`config.mk`:
```
export PLATFORM = sky130hd
export DESIGN_NAME = cma_host_master
export DESIGN_NICKNAME = d
export VERILOG_FILES = /design/src/rtl/cma_host_master.sv
export SDC_FILE = /design/constraint.sdc
export NUM_CORES = 1
export LEC_CHECK = 0
export ABC_AREA = 1
export BUFFER_PORTS_ARGS = -buffer_cell sky130_fd_sc_hd__buf_2
export CAP_MARGIN = 20
export CORE_MARGIN = 2
export CORE_UTILIZATION = 35
export CTS_BUF_LIST = sky130_fd_sc_hd__clkbuf_2 sky130_fd_sc_hd__clkbuf_4 sky130_fd_sc_hd__clkbuf_8
export CTS_CLUSTER_DIAMETER = 40
export CTS_CLUSTER_SIZE = 25
export DETAILED_ROUTE_END_ITERATION = 7
export GPL_ROUTABILITY_DRIVEN = 0
export GPL_TIMING_DRIVEN = 0
export HOLD_SLACK_MARGIN = 0.1
export MAX_ROUTING_LAYER = met4
export PLACE_DENSITY_LB_ADDON = 0.25
export SLEW_MARGIN = 10
export SYNTH_ARGS = -nofsm -noshare
export SYNTH_HDL_FRONTEND = slang
export SYNTH_SLANG_ARGS = --single-unit
```
`constraint.sdc`:
```
create_clock -name clk -period 2.1 [get_ports clk]
set_clock_uncertainty 0.1 [all_clocks]
set_input_delay 0.315 -clock clk [delete_from_list [all_inputs] [get_ports clk]]
set_output_delay 0.315 -clock clk [all_outputs]
set_load 0.02 [all_outputs]
```
`src/rtl/cma_host_master.sv`:
```
// Host-side command master for a CMA: turns host commands into single-cycle
// CMA write/read pulses, run/done handshakes, and config register updates,
// and returns read data or run cycle counts through a valid/ready response.
module cma_host_master #(
   parameter int unsigned DATA_W  = 24,
   parameter int unsigned ADR_W   = 12,
   parameter int unsigned ROMUL_W = 4,
   parameter int unsigned TMO_W   = 20
) (
   input  logic                clk,
   input  logic                rst,
   input  logic                cmd_valid,
   output logic                cmd_ready,
   input  logic [2:0]          cmd_op,
   input  logic [ADR_W-1:0]    cmd_adr,
   input  logic [DATA_W-1:0]   cmd_data,
   output logic                rsp_valid,
   input  logic                rsp_ready,
   output logic [DATA_W-1:0]   rsp_data,
   output logic                rsp_err,
   output logic                exwe,
   output logic                exre,
   output logic [ADR_W-1:0]    exa,
   output logic [DATA_W-1:0]   exwd,
   input  logic [DATA_W-1:0]   exrd,
   output logic [ROMUL_W-1:0]  exromul,
   output logic                cbank,
   output logic                run,
   input  logic                done,
   output logic                busy
);

   localparam int unsigned OP_W = 3;
   localparam logic [OP_W-1:0] OP_WRITE = 3'd1;
   localparam logic [OP_W-1:0] OP_READ  = 3'd2;
   localparam logic [OP_W-1:0] OP_RUN   = 3'd3;
   localparam logic [OP_W-1:0] OP_CBANK = 3'd4;
   localparam logic [OP_W-1:0] OP_ROMUL = 3'd5;
   localparam logic [TMO_W-1:0] CNT_MAX = '1;

   typedef enum logic [2:0] {
      IDLE    = 3'd0,
      RD_WAIT = 3'd1,
      RUN_P   = 3'd2,
      RUN_W   = 3'd3,
      RSP     = 3'd4
   } state_t;

   state_t               state_q;
   logic                 rsp_valid_q;
   logic [DATA_W-1:0]    rsp_data_q;
   logic                 rsp_err_q;
   logic                 exwe_q;
   logic                 exre_q;
   logic [ADR_W-1:0]     exa_q;
   logic [DATA_W-1:0]    exwd_q;
   logic [ROMUL_W-1:0]   exromul_q;
   logic                 cbank_q;
   logic                 run_q;
   logic [TMO_W-1:0]     cnt_q;
   logic [TMO_W-1:0]     cnt_d;
   logic                 cmd_fire_c;

   // Accept only when idle with no response outstanding; never while in reset.
   assign cmd_ready  = (state_q == IDLE) && !rsp_valid_q && !rst;
   assign cmd_fire_c = cmd_valid && cmd_ready;
   assign cnt_d      = cnt_q + TMO_W'(1);

   assign rsp_valid = rsp_valid_q;
   assign rsp_data  = rsp_data_q;
   assign rsp_err   = rsp_err_q;
   assign exwe      = exwe_q;
   assign exre      = exre_q;
   assign exa       = exa_q;
   assign exwd      = exwd_q;
   assign exromul   = exromul_q;
   assign cbank     = cbank_q;
   assign run       = run_q;
   assign busy      = (state_q != IDLE);

   // Command FSM, CMA strobes, config registers and response capture.
   always_ff @(posedge clk) begin
      if (rst) begin
         state_q     <= IDLE;
         rsp_valid_q <= 1'b0;
         rsp_data_q  <= '0;
         rsp_err_q   <= 1'b0;
         exwe_q      <= 1'b0;
         exre_q      <= 1'b0;
         exa_q       <= '0;
         exwd_q      <= '0;
         exromul_q   <= '0;
         cbank_q     <= 1'b0;
         run_q       <= 1'b0;
         cnt_q       <= '0;
      end else begin
         // Strobes default low so every pulse is exactly one cycle wide.
         exwe_q <= 1'b0;
         exre_q <= 1'b0;
         run_q  <= 1'b0;
         case (state_q)
            IDLE: begin
               if (cmd_fire_c) begin
                  case (cmd_op)
                     OP_WRITE: begin
                        exwe_q <= 1'b1;
                        exa_q  <= cmd_adr;
                        exwd_q <= cmd_data;
                     end
                     OP_READ: begin
                        exre_q  <= 1'b1;
                        exa_q   <= cmd_adr;
                        state_q <= RD_WAIT;
                     end
                     OP_RUN: begin
                        run_q   <= 1'b1;
                        cnt_q   <= '0;
                        state_q <= RUN_P;
                     end
                     OP_CBANK: cbank_q   <= cmd_data[0];
                     OP_ROMUL: exromul_q <= cmd_data[ROMUL_W-1:0];
                     default: ;
                  endcase
               end
            end
            RD_WAIT: begin
               // First RD_WAIT cycle is the exre cycle; exrd is valid the cycle after.
               if (!exre_q) begin
                  rsp_data_q  <= exrd;
                  rsp_err_q   <= 1'b0;
                  rsp_valid_q <= 1'b1;
                  state_q     <= RSP;
               end
            end
            RUN_P: begin
               // done is deliberately not sampled here: it may be stale from the last job.
               state_q <= RUN_W;
            end
            RUN_W: begin
               if (done) begin
                  rsp_data_q  <= DATA_W'(cnt_q);
                  rsp_err_q   <= 1'b0;
                  rsp_valid_q <= 1'b1;
                  state_q     <= RSP;
               end else if (cnt_q == CNT_MAX) begin
                  rsp_data_q  <= DATA_W'(CNT_MAX);
                  rsp_err_q   <= 1'b1;
                  rsp_valid_q <= 1'b1;
                  state_q     <= RSP;
               end else begin
                  cnt_q <= cnt_d;
               end
            end
            RSP: begin
               if (rsp_ready) begin
                  rsp_valid_q <= 1'b0;
                  state_q     <= IDLE;
               end
            end
            default: state_q <= IDLE;
         endcase
      end
   end

endmodule
```
==> results of run 1 <==
-- routing by layer --
| metal | share of wire (%) | vias to the layer above | track usage (%) |
|---|---|---|---|
| li1 | - | 2546 | - |
| met1 | 47 | 2075 | 24.66 |
| met2 | 45 | 158 | 29.96 |
| met3 | 6.4 | 11 | 5.412 |
| met4 | 1.3 | 0 | 5.134 |
| met5 | 0 | - | - |
-- flip-flops by register name (all words and copies together), names as in the netlist --
name       count
exromul        4
exwe           1
rsp_valid      1
cbank          1
exwd          24
exa           12
rsp_data      24
run            1
exre           1
cnt_q         20
state_q        3
rsp_err        1
-- logic make-up after synthesis --
group	Yosys count	synth area share [%]
AO/OA/AOI/OAI	92	10.60
XOR/XNOR	3	0.5681
adder cells (fa/ha/maj)	1	0.2704
buffers and inverters	130	12.42
flip-flops	93	40.25
AND/OR/NAND/NOR	371	35.89
-- cell type report --
cell class,count,area share (%)
timing repair buffer,177,17.44
clock buffer,11,2.353
clock inverter,5,1.339
sequential,93,30.22
inverter,96,5.842
buffer,34,3.469
multi-input combinational,467,35.76
tap,176,3.570
-- repair_timing --
action                                 4_1_cts  5_1_grt
resized for setup                            1        4
setup endpoints to repair                    1       34
setup buffers                                0        2
hold buffers                                37        0
endpoints found under the hold margin       42        0
-- path summary, 6_finish.rpt --
kind               from           to  slack (ns)  cells after the start
min           cmd_op[1]         exre        0.14                      3
max reg2reg  state_q[1]  rsp_data[0]        0.16                      9
min reg2reg     rsp_err      rsp_err        0.36                      2
max          state_q[1]  rsp_data[0]        0.16                      9
-- power by group through the flow --
stage	registers [mW]	clock network (mW)	logic (mW)
after floorplan	2.16	0	0.607
after global placement	2.01	0	1.09
after detailed placement	2.01	0	1.09
after CTS	1.97	1.42	1.14
after global routing	1.99	1.49	1.29
final	1.97	1.39	1.14
-- layout by cell type, fill, tap and decap left out, drive strengths merged --
cell	instances
nand2	162
buf	162
nor2	127
inv	96
dfxtp	93
o21ai	54
nand3	41
a21oi	38
dlygate4sd3	37
nand4	28
clkbuf	23
nor3	11
xor2	3
clkinv	3
bufinv	2
nand3b	1
or2	1
ha	1
-- critical path, cell delays in order, from the launching register on --
cell and delay (ns):
dfxtp_1 0.32, buf_4 0.15, nand2_2 0.09, nor2_2 0.28, buf_4 0.23, inv_1 0.12
nor2_1 0.23, o21ai_0 0.15, nor2_1 0.13, nor2_1 0.05
-- stage by stage --
stage | area [sq um] | TNS, ns | std cells
4_1_cts | 6136 | 0 | 1057
6_report | 6168 | 0 | 1059
5_1_grt | 6168 | -0.0007361 | 1059
2_1_floorplan | 4626 | 0 | 690
3_5_place_dp | 5537 | 0 | 1004
3_3_place_gp | 5537 | 0 | 1004
==> impl_metrics.tcl, run 1 <==
set metrics [dict create \
    crit_arrival_ns 2.12 \
    finalCriticalPeriod_ns 1.937 \
    power.density_mw_per_mm2 729.5 \
    numCtsBuffers 9 \
    worstPathRequired_ns 2.28 \
    yosysWarnings 0 \
    switching_share_pct 32.09 \
    die_h_um 119.0 \
    root_buffer "clkbuf_8" \
    first_pass_iters 4 \
    clockBufferDepth 2 \
    crit_type "flip-flop to flip-flop" \
    hold_viol_final 0 \
    antenna_cells 0 \
    nNetsFinal 947 \
    grt_start_max_net_pins 16 \
    pwr-share-seq_pct 43.8 \
    dpl_worst_slack_ns 0.01706 \
    cts_sinks 93 \
    grt_pass1_wl_um 21570 \
    io_buffer_count 138 \
    grt_overflow 0 \
    pwr-share-clk_pct 30.8 \
    maxCapViolCount 0 \
    wl_per_cell_um 12.25 \
    synth_cells 690 \
    p_leak_nw 2.957 \
    worstPathMaxFanout 10 \
    hold_ws_ns 0.1444 \
    drcViolationCount 0 \
    synth_area_leader_cell "dfxtp_1" \
    tightest_slew_ns 0.6597 \
    ys.flop_type "dfxtp_1" \
    synth_common_cells "nand2_1 (150), nor2_1 (121), dfxtp_1 (93), inv_1 (88), o21ai_0 (53)" \
    ys_top_cells_by_area "dfxtp_1 (40%), nand2_1 (12%), nor2_1 (9.8%), inv_1 (7.1%), o21ai_0 (5.7%)" \
    row_count 42 \
    p_comb_share_pct 25.4 \
    ys_ff_latch 93 \
    synth.avg_cell_area_sq_um 6.704 \
    drive_gt1_share_pct 24.80 \
    synth-async-reset-ratio_pct 0 \
    post-synth-top-count-cell "nand2_1" \
    syn_to_final_growth_pct 33.35 \
    seq_area_sq_mm 0.001864 \
    grt_antenna_before_repair 0 \
    syn_area_sq_mm 0.004626 \
    setup_slack_ns 0.1630 \
    clk_latency_ns 0.38 \
    die_area_sq_mm 0.01415 \
    finalCritPeriodShare_pct 92.24 \
    viasPerCell 4.523 \
    fill_cells 1332 \
    ant_nets 0 \
    status "complete, no violations" \
    track_usage_pct 19.26 \
    multiInputGateArea_sq_mm 0.002206 \
    fmax_ghz 0.5163 \
    cts_tree "built" \
    finalPower_mw 4.500 \
    drv_slew 0 \
    synth_top_area_share_pct 40.25 \
    internal_power_mw 3.056 \
    cts_htree_levels 3 \
    switching_power_mw 1.444 \
    num_io_pins 140 \
    max_slew_margin_pct 56.02 \
    synth_fp_nets 759 \
    worstSetupStartpointType "flip-flop" \
    core-area_sq_mm 0.01309 \
    num_vias 4790 \
    setup_violations 0 \
    synth_edf_count 0 \
    synth.distinct_cells 30 \
    drt_first_iter_violations 231 \
    cp-end-kind "flip-flop" \
    fin_util_pct 47.14 \
    ys_seq_area_share_pct 40.25 \
    hpwlAfterDp_um 9150 \
    first_global_vias 4536 \
    hold_path_class "input port to flip-flop" \
    die_w_um 119.0 \
    vdd_drop_max_mv 0.5383 \
    clk_pin_slew_ns 0.10 \
    routed_wl_um 12980 \
    initial_utilization_pct 35.35 \
]
No activity file was read; power rests on OpenSTA's default activity.
==> run 2, diff against run 1 <==
--- a/config.mk
+++ b/config.mk
@@ -9,16 +9,17 @@
 export BUFFER_PORTS_ARGS = -buffer_cell sky130_fd_sc_hd__buf_2
 export CAP_MARGIN = 20
 export CORE_MARGIN = 2
-export CORE_UTILIZATION = 35
+export CORE_UTILIZATION = 32
 export CTS_BUF_LIST = sky130_fd_sc_hd__clkbuf_2 sky130_fd_sc_hd__clkbuf_4 sky130_fd_sc_hd__clkbuf_8
 export CTS_CLUSTER_DIAMETER = 40
-export CTS_CLUSTER_SIZE = 25
+export CTS_CLUSTER_SIZE = 30
 export DETAILED_ROUTE_END_ITERATION = 7
 export GPL_ROUTABILITY_DRIVEN = 0
 export GPL_TIMING_DRIVEN = 0
 export HOLD_SLACK_MARGIN = 0.1
 export MAX_ROUTING_LAYER = met4
 export PLACE_DENSITY_LB_ADDON = 0.25
+export REMOVE_ABC_BUFFERS = 1
 export SLEW_MARGIN = 10
 export SYNTH_ARGS = -nofsm -noshare
 export SYNTH_HDL_FRONTEND = slang
==> run 2 against run 1 <==
  * Worst hold slack worse by 0.0065 ns
  * Global-route usage fell by 0.88 points
  * Sequential share of layout area fell by 0.29 points
  * Clock power decreased by 19%
  * Sequential power barely moved
  * Via count is 1.2% higher
  * Critical path type unchanged
  * Largest power group unchanged
  * Highest routed layer unchanged
==> impl_metrics.tcl, run 2 (synthesis gave the netlist of run 1 again) <==
set metrics [dict create \
    status "complete, no violations" \
    hpwlAfterDp_um 8333 \
    initial_utilization_pct 33.07 \
    final_common_cell "nand2_1" \
    crit_type "flip-flop to flip-flop" \
    core-area_sq_mm 0.01399 \
    stdcell_count 1051 \
    cts_tree "built" \
    drive_gt1_share_pct 25.95 \
    hold_viol_final 0 \
    internal_power_mw 2.825 \
    cp-end-kind "flip-flop" \
    grt_overflow 0 \
    drcViolationCount 0 \
    cts_htree_levels 3 \
    hold_path_class "input port to flip-flop" \
    wl_per_cell_um 13.13 \
    maxCapViolCount 0 \
    fill_cells 1475 \
    cpMostUsedCell "nand3_1" \
    pwr-share-seq_pct 46.2 \
    viasPerCell 4.612 \
    io_buffer_count 139 \
    clk_latency_ns 0.37 \
    tightest_slew_ns 0.7664 \
    max_slew_margin_pct 48.91 \
    mostFrequentLayoutCells "nand2_1 (150), buf_2 (139), nor2_1 (119)" \
    setup_violations 0 \
    clk_pin_slew_ns 0.09 \
    worstPathRequired_ns 2.24 \
    grt_antenna_before_repair 0 \
    routed_wl_um 13800 \
    nNetsFinal 937 \
    pwr-share-clk_pct 26.2 \
    ant_nets 0 \
    clockBufferDepth 2 \
    num_vias 4847 \
    cts_sinks 93 \
    power.density_mw_per_mm2 690.7 \
    vdd_drop_max_mv 0.2942 \
    die_h_um 124.2 \
    max_stage_delay_ns 0.41 \
    slowest_stage "dfxtp_1" \
    switching_power_mw 1.477 \
    worstPathMaxFanout 10 \
    die_w_um 124.2 \
    p_leak_nw 2.911 \
    row_count 43 \
    root_buffer "clkbuf_8" \
    path_cells "ha_1, nand3_1, nor2_4, nand3_4, nand2_8, clkinvlp_4, nand3_1, a21oi_2" \
    worst-path-buf-inv 1 \
    final.setup.tns_ns 0 \
    antenna_cells 0 \
    grt_start_max_net_pins 37 \
    first_global_vias 4612 \
    syn_to_final_growth_pct 34.65 \
    drv_slew 0 \
    num_io_pins 140 \
    p_comb_share_pct 27.6 \
    cp_top_family "simple AND/OR/NAND/NOR gates" \
    finalPower_mw 4.302 \
    first_pass_iters 4 \
    crit_arrival_ns 2.12 \
    hold_ws_ns 0.1379 \
    grt_pass1_wl_um 22710 \
    drt_first_iter_violations 259 \
    numCtsBuffers 9 \
    finalCriticalPeriod_ns 1.979 \
    worstSetupStartpointType "flip-flop" \
    dp.cells 977 \
    fmax_ghz 0.5052 \
    finalCritPeriodShare_pct 94.25 \
    die_area_sq_mm 0.01543 \
    switching_share_pct 34.34 \
    track_usage_pct 18.38 \
]
[run 2: cell types whose count changed in the layout (fill, tap and decap cells not counted), moves of 3 or more]
| cell | previous run | this run |
|---|---|---|
| buf_2 | 146 | 139 |
| nand3_4 | 1 | 7 |
| clkbuf_1 | 12 | 0 |
| buf_4 | 8 | 14 |
| nor2_2 | 2 | 5 |
| buf_6 | 5 | 0 |
| clkinvlp_4 | 0 | 3 |
[run 2: worst paths after layout]
path         startpoint  depth (start not counted)         end  slack (ns)
max            cnt_q[0]                          8   cnt_q[18]        0.12
min           cmd_op[1]                          3        exre        0.14
max reg2reg    cnt_q[0]                          8   cnt_q[18]        0.12
min reg2reg  exromul[1]                          2  exromul[1]        0.36
[run 2: final cells by class]
type	instances	area, sq um	share of cell area (%)
repair buffers	193	1239	19.89
clock inverters	3	21.27	0.3415
well taps	180	225.2	3.616
flip-flops and latches	93	1864	29.93
clock buffers	11	151.4	2.431
inverters	96	374.1	6.006
multi-input cells	474	2349	37.71
repair inverters	1	5.005	0.08035
[run 2: worst register-to-register path: stages, from the launching register on]
cell and delay (ns):
dfxtp_1 0.41, ha_1 0.22, nand3_1 0.17, nor2_4 0.18, nand3_4 0.17, nand2_8 0.18
clkinvlp_4 0.21, nand3_1 0.16, a21oi_2 0.05
[run 2: power groups by stage]
stage | sequential (mW) | clock, mW | combinational [mW]
floorplan | 2.17 | 0 | 0.522
global placement | 2.02 | 0 | 1.01
detailed placement | 2.02 | 0 | 1.01
CTS | 1.99 | 1.18 | 1.14
global route | 2.01 | 1.25 | 1.33
finish | 1.99 | 1.13 | 1.19
[run 2: stage by stage]
step / setup WS [ns] / utilization (%) / area (sq um)
floorplan: -0.3045 / - / 4412
global placement: -1.260 / 38.12 / 5333
detailed placement: -1.057 / 38.51 / 5386
CTS: -0.03050 / 43.47 / 6081
global route: -0.01350 / 44.53 / 6228
finish: 0.1207 / 44.53 / 6228
[run 2: metal layers]
| layer | track usage (%) | up-vias | part of all wire, % | wire length, um |
|---|---|---|---|---|
| met5 | - | - | 0 | 0 |
| met4 | 8.526 | 0 | 2.5 | 347 |
| met2 | 29.41 | 157 | 46 | 6397 |
| li1 | - | 2533 | - | - |
| met3 | 3.485 | 25 | 5.3 | 731 |
| met1 | 22.43 | 2132 | 46 | 6320 |
[run 2: repair_timing]
item | 4_1_cts | 5_1_grt
endpoints found under the hold margin | 40 | 0
resized for setup | 10 | 10
buffers inserted | 5 | 10
setup endpoints to repair | 72 | 75
pin swaps | 6 | 5
hold buffers | 37 | 0
gates cloned | 6 | 2
==> run 3, diff against run 2 <==
--- a/config.mk
+++ b/config.mk
@@ -18,8 +18,9 @@
 export GPL_TIMING_DRIVEN = 0
 export HOLD_SLACK_MARGIN = 0.1
 export MAX_ROUTING_LAYER = met4
-export PLACE_DENSITY_LB_ADDON = 0.25
+export PLACE_DENSITY = 0.52
 export REMOVE_ABC_BUFFERS = 1
+export SKIP_LAST_GASP = 1
 export SLEW_MARGIN = 10
 export SYNTH_ARGS = -nofsm -noshare
 export SYNTH_HDL_FRONTEND = slang
==> run 3 against run 2 <==
  * Routed wire length shrank 0.50%
  * Cell count barely moved
  * Sequential power barely moved
  * Setup slack better by 0.020 ns
  * Critical path type unchanged
  * Fmax increased by 1.0%
  * Largest cell class unchanged
  * Critical path depth did not move
  * First-iteration DRC count down 1.9%
  * Clock power grew 18%
  * Largest power group unchanged
  * Register-to-register slack better by 0.02 ns
  * Utilization grew 0.17 points
==> impl_metrics.tcl, run 3 (synthesis gave the netlist of run 1 again) <==
set metrics [dict create \
    clockBufferDepth 2 \
    dpl_worst_slack_ns -1.024 \
    finalCritPeriodShare_pct 93.28 \
    cts_sinks 93 \
    root_buffer "clkbuf_8" \
    setup_slack_ns 0.1412 \
    p_leak_nw 2.947 \
    fill_cells 1477 \
    numCtsBuffers 9 \
    cp-end-kind "flip-flop" \
    worst-path-buf-inv 1 \
    finalCriticalPeriod_ns 1.959 \
    worstSetupStartpointType "flip-flop" \
    max_stage_delay_ns 0.39 \
    wl_per_cell_um 13.05 \
    status "complete, no violations" \
    num_vias 4854 \
    path_cells "ha_1, nand3_1, nor2_4, nand3_4, nand2_8, inv_1, nand3_1, a21oi_2" \
    grt_antenna_before_repair 0 \
    hpwlAfterDp_um 8548 \
    ant_nets 0 \
    die_area_sq_mm 0.01543 \
    viasPerCell 4.614 \
    hold_path_class "input port to flip-flop" \
    core-area_sq_mm 0.01399 \
    vdd_drop_max_mv 0.3693 \
    antenna_cells 0 \
    row_count 43 \
    crit_arrival_ns 2.08 \
    clk_pin_slew_ns 0.09 \
    slowest_stage "dfxtp_2" \
    hold_ws_ns 0.1561 \
    io_buffer_count 139 \
    die_h_um 124.2 \
    cp_top_family "simple AND/OR/NAND/NOR gates" \
    drt_first_iter_violations 254 \
    power.density_mw_per_mm2 719.0 \
    clk_latency_ns 0.37 \
    dp.cells 976 \
    num_io_pins 140 \
    syn_to_final_growth_pct 35.16 \
    worstPathRequired_ns 2.22 \
    maxCapViolCount 0 \
    cts_htree_levels 3 \
    worstPathMaxFanout 9 \
    cpMostUsedCell "nand3_1" \
    grt_pass1_wl_um 21970 \
    rrSetupSlack_ns 0.14 \
    finalPower_mw 4.495 \
    max_slew_margin_pct 47.87 \
    setup_violations 0 \
    initial_utilization_pct 33.07 \
    hold_viol_final 0 \
    routed_wl_um 13730 \
    rsz0062_at_grt "yes" \
    stdcell_count 1052 \
    final_common_cell "nand2_1" \
    cts_tree "built" \
    track_usage_pct 17.66 \
    grt_overflow 0 \
    die_w_um 124.2 \
    drive_gt1_share_pct 25.69 \
    nNetsFinal 937 \
    crit_type "flip-flop to flip-flop" \
    tightest_slew_ns 0.7819 \
    drcViolationCount 0 \
    first_pass_iters 5 \
    first_global_vias 4504 \
    drv_slew 0 \
    mostFrequentLayoutCells "nand2_1 (150), buf_2 (139), nor2_1 (121)" \
    fmax_ghz 0.5105 \
    grt_start_max_net_pins 62 \
]
## run 3: cell count changes in the layout (fill, tap and decap cells not counted), moves of 2 or more
cell        previous run  this run
nor2_2                 5         3
bufinv_16              0         2
clkbuf_4               0         2
clkbuf_8              11         9
clkinvlp_4             3         1
nor2_1               119       121
inv_6                  2         0
inv_4                  0         3
## run 3: cell type report
type / count / area [sq um] / area share, %
clock buffer: 11 / 138.9 / 2.221
timing repair buffer: 194 / 1246 / 19.93
inverter: 96 / 371.6 / 5.944
multi-input combinational: 473 / 2327 / 37.22
sequential: 93 / 1864 / 29.82
clock inverter: 4 / 73.82 / 1.181
tap: 180 / 225.2 / 3.602
timing repair inverter: 1 / 5.005 / 0.08005
## run 3: tightest hold or removal path, cell delays in order
cell and delay [ns]:
buf_2 0.12, nand3_1 0.10, nor2_1 0.05
## run 3: what timing repair did
item / 4_1_cts / 5_1_grt
gates cloned: 4 / 3
pin swaps: 5 / 3
setup buffers: 10 / 7
hold endpoints to repair: 38 / 0
resized for setup: 8 / 9
endpoints found under the setup margin: 71 / 83
hold buffers: 37 / 0
## run 3: final timing paths
kind	start	endpoint	depth (start not counted)
hold reg to reg	exromul[3]	exromul[3]	2
setup / recovery	cnt_q[1]	cnt_q[19]	8
hold / removal	cmd_op[1]	exre	3
setup reg to reg	cnt_q[1]	cnt_q[19]	8
## run 3: through the flow
stage               setup TNS [ns]  util [%]  cell area (sq um)
floorplan                   -9.978         -               4412
global placement            -78.00     38.12               5333
detailed placement          -39.42     38.36               5366
CTS                        -0.3334     43.87               6137
global route               -0.2152     44.70               6252
finish                           0     44.70               6252
## run 3: per-layer routing
metal / track usage [%] / part of all wire (%) / up-vias / routed length (um)
li1: - / - / 2533 / -
met1: 22.98 / 46 / 2133 / 6333
met2: 27.90 / 46 / 170 / 6337
met3: 3.012 / 5.8 / 18 / 791
met4: 5.948 / 1.9 / 0 / 265
met5: - / 0 / - / 0
## run 3: report_power, final
| part | switching [mW] | internal [mW] | total [mW] | leakage [nW] |
|---|---|---|---|---|
| registers | 0.0848 | 1.90 | 1.98 | 0.753 |
| clock network | 0.637 | 0.692 | 1.33 | 0.110 |
| logic | 0.743 | 0.439 | 1.18 | 2.08 |
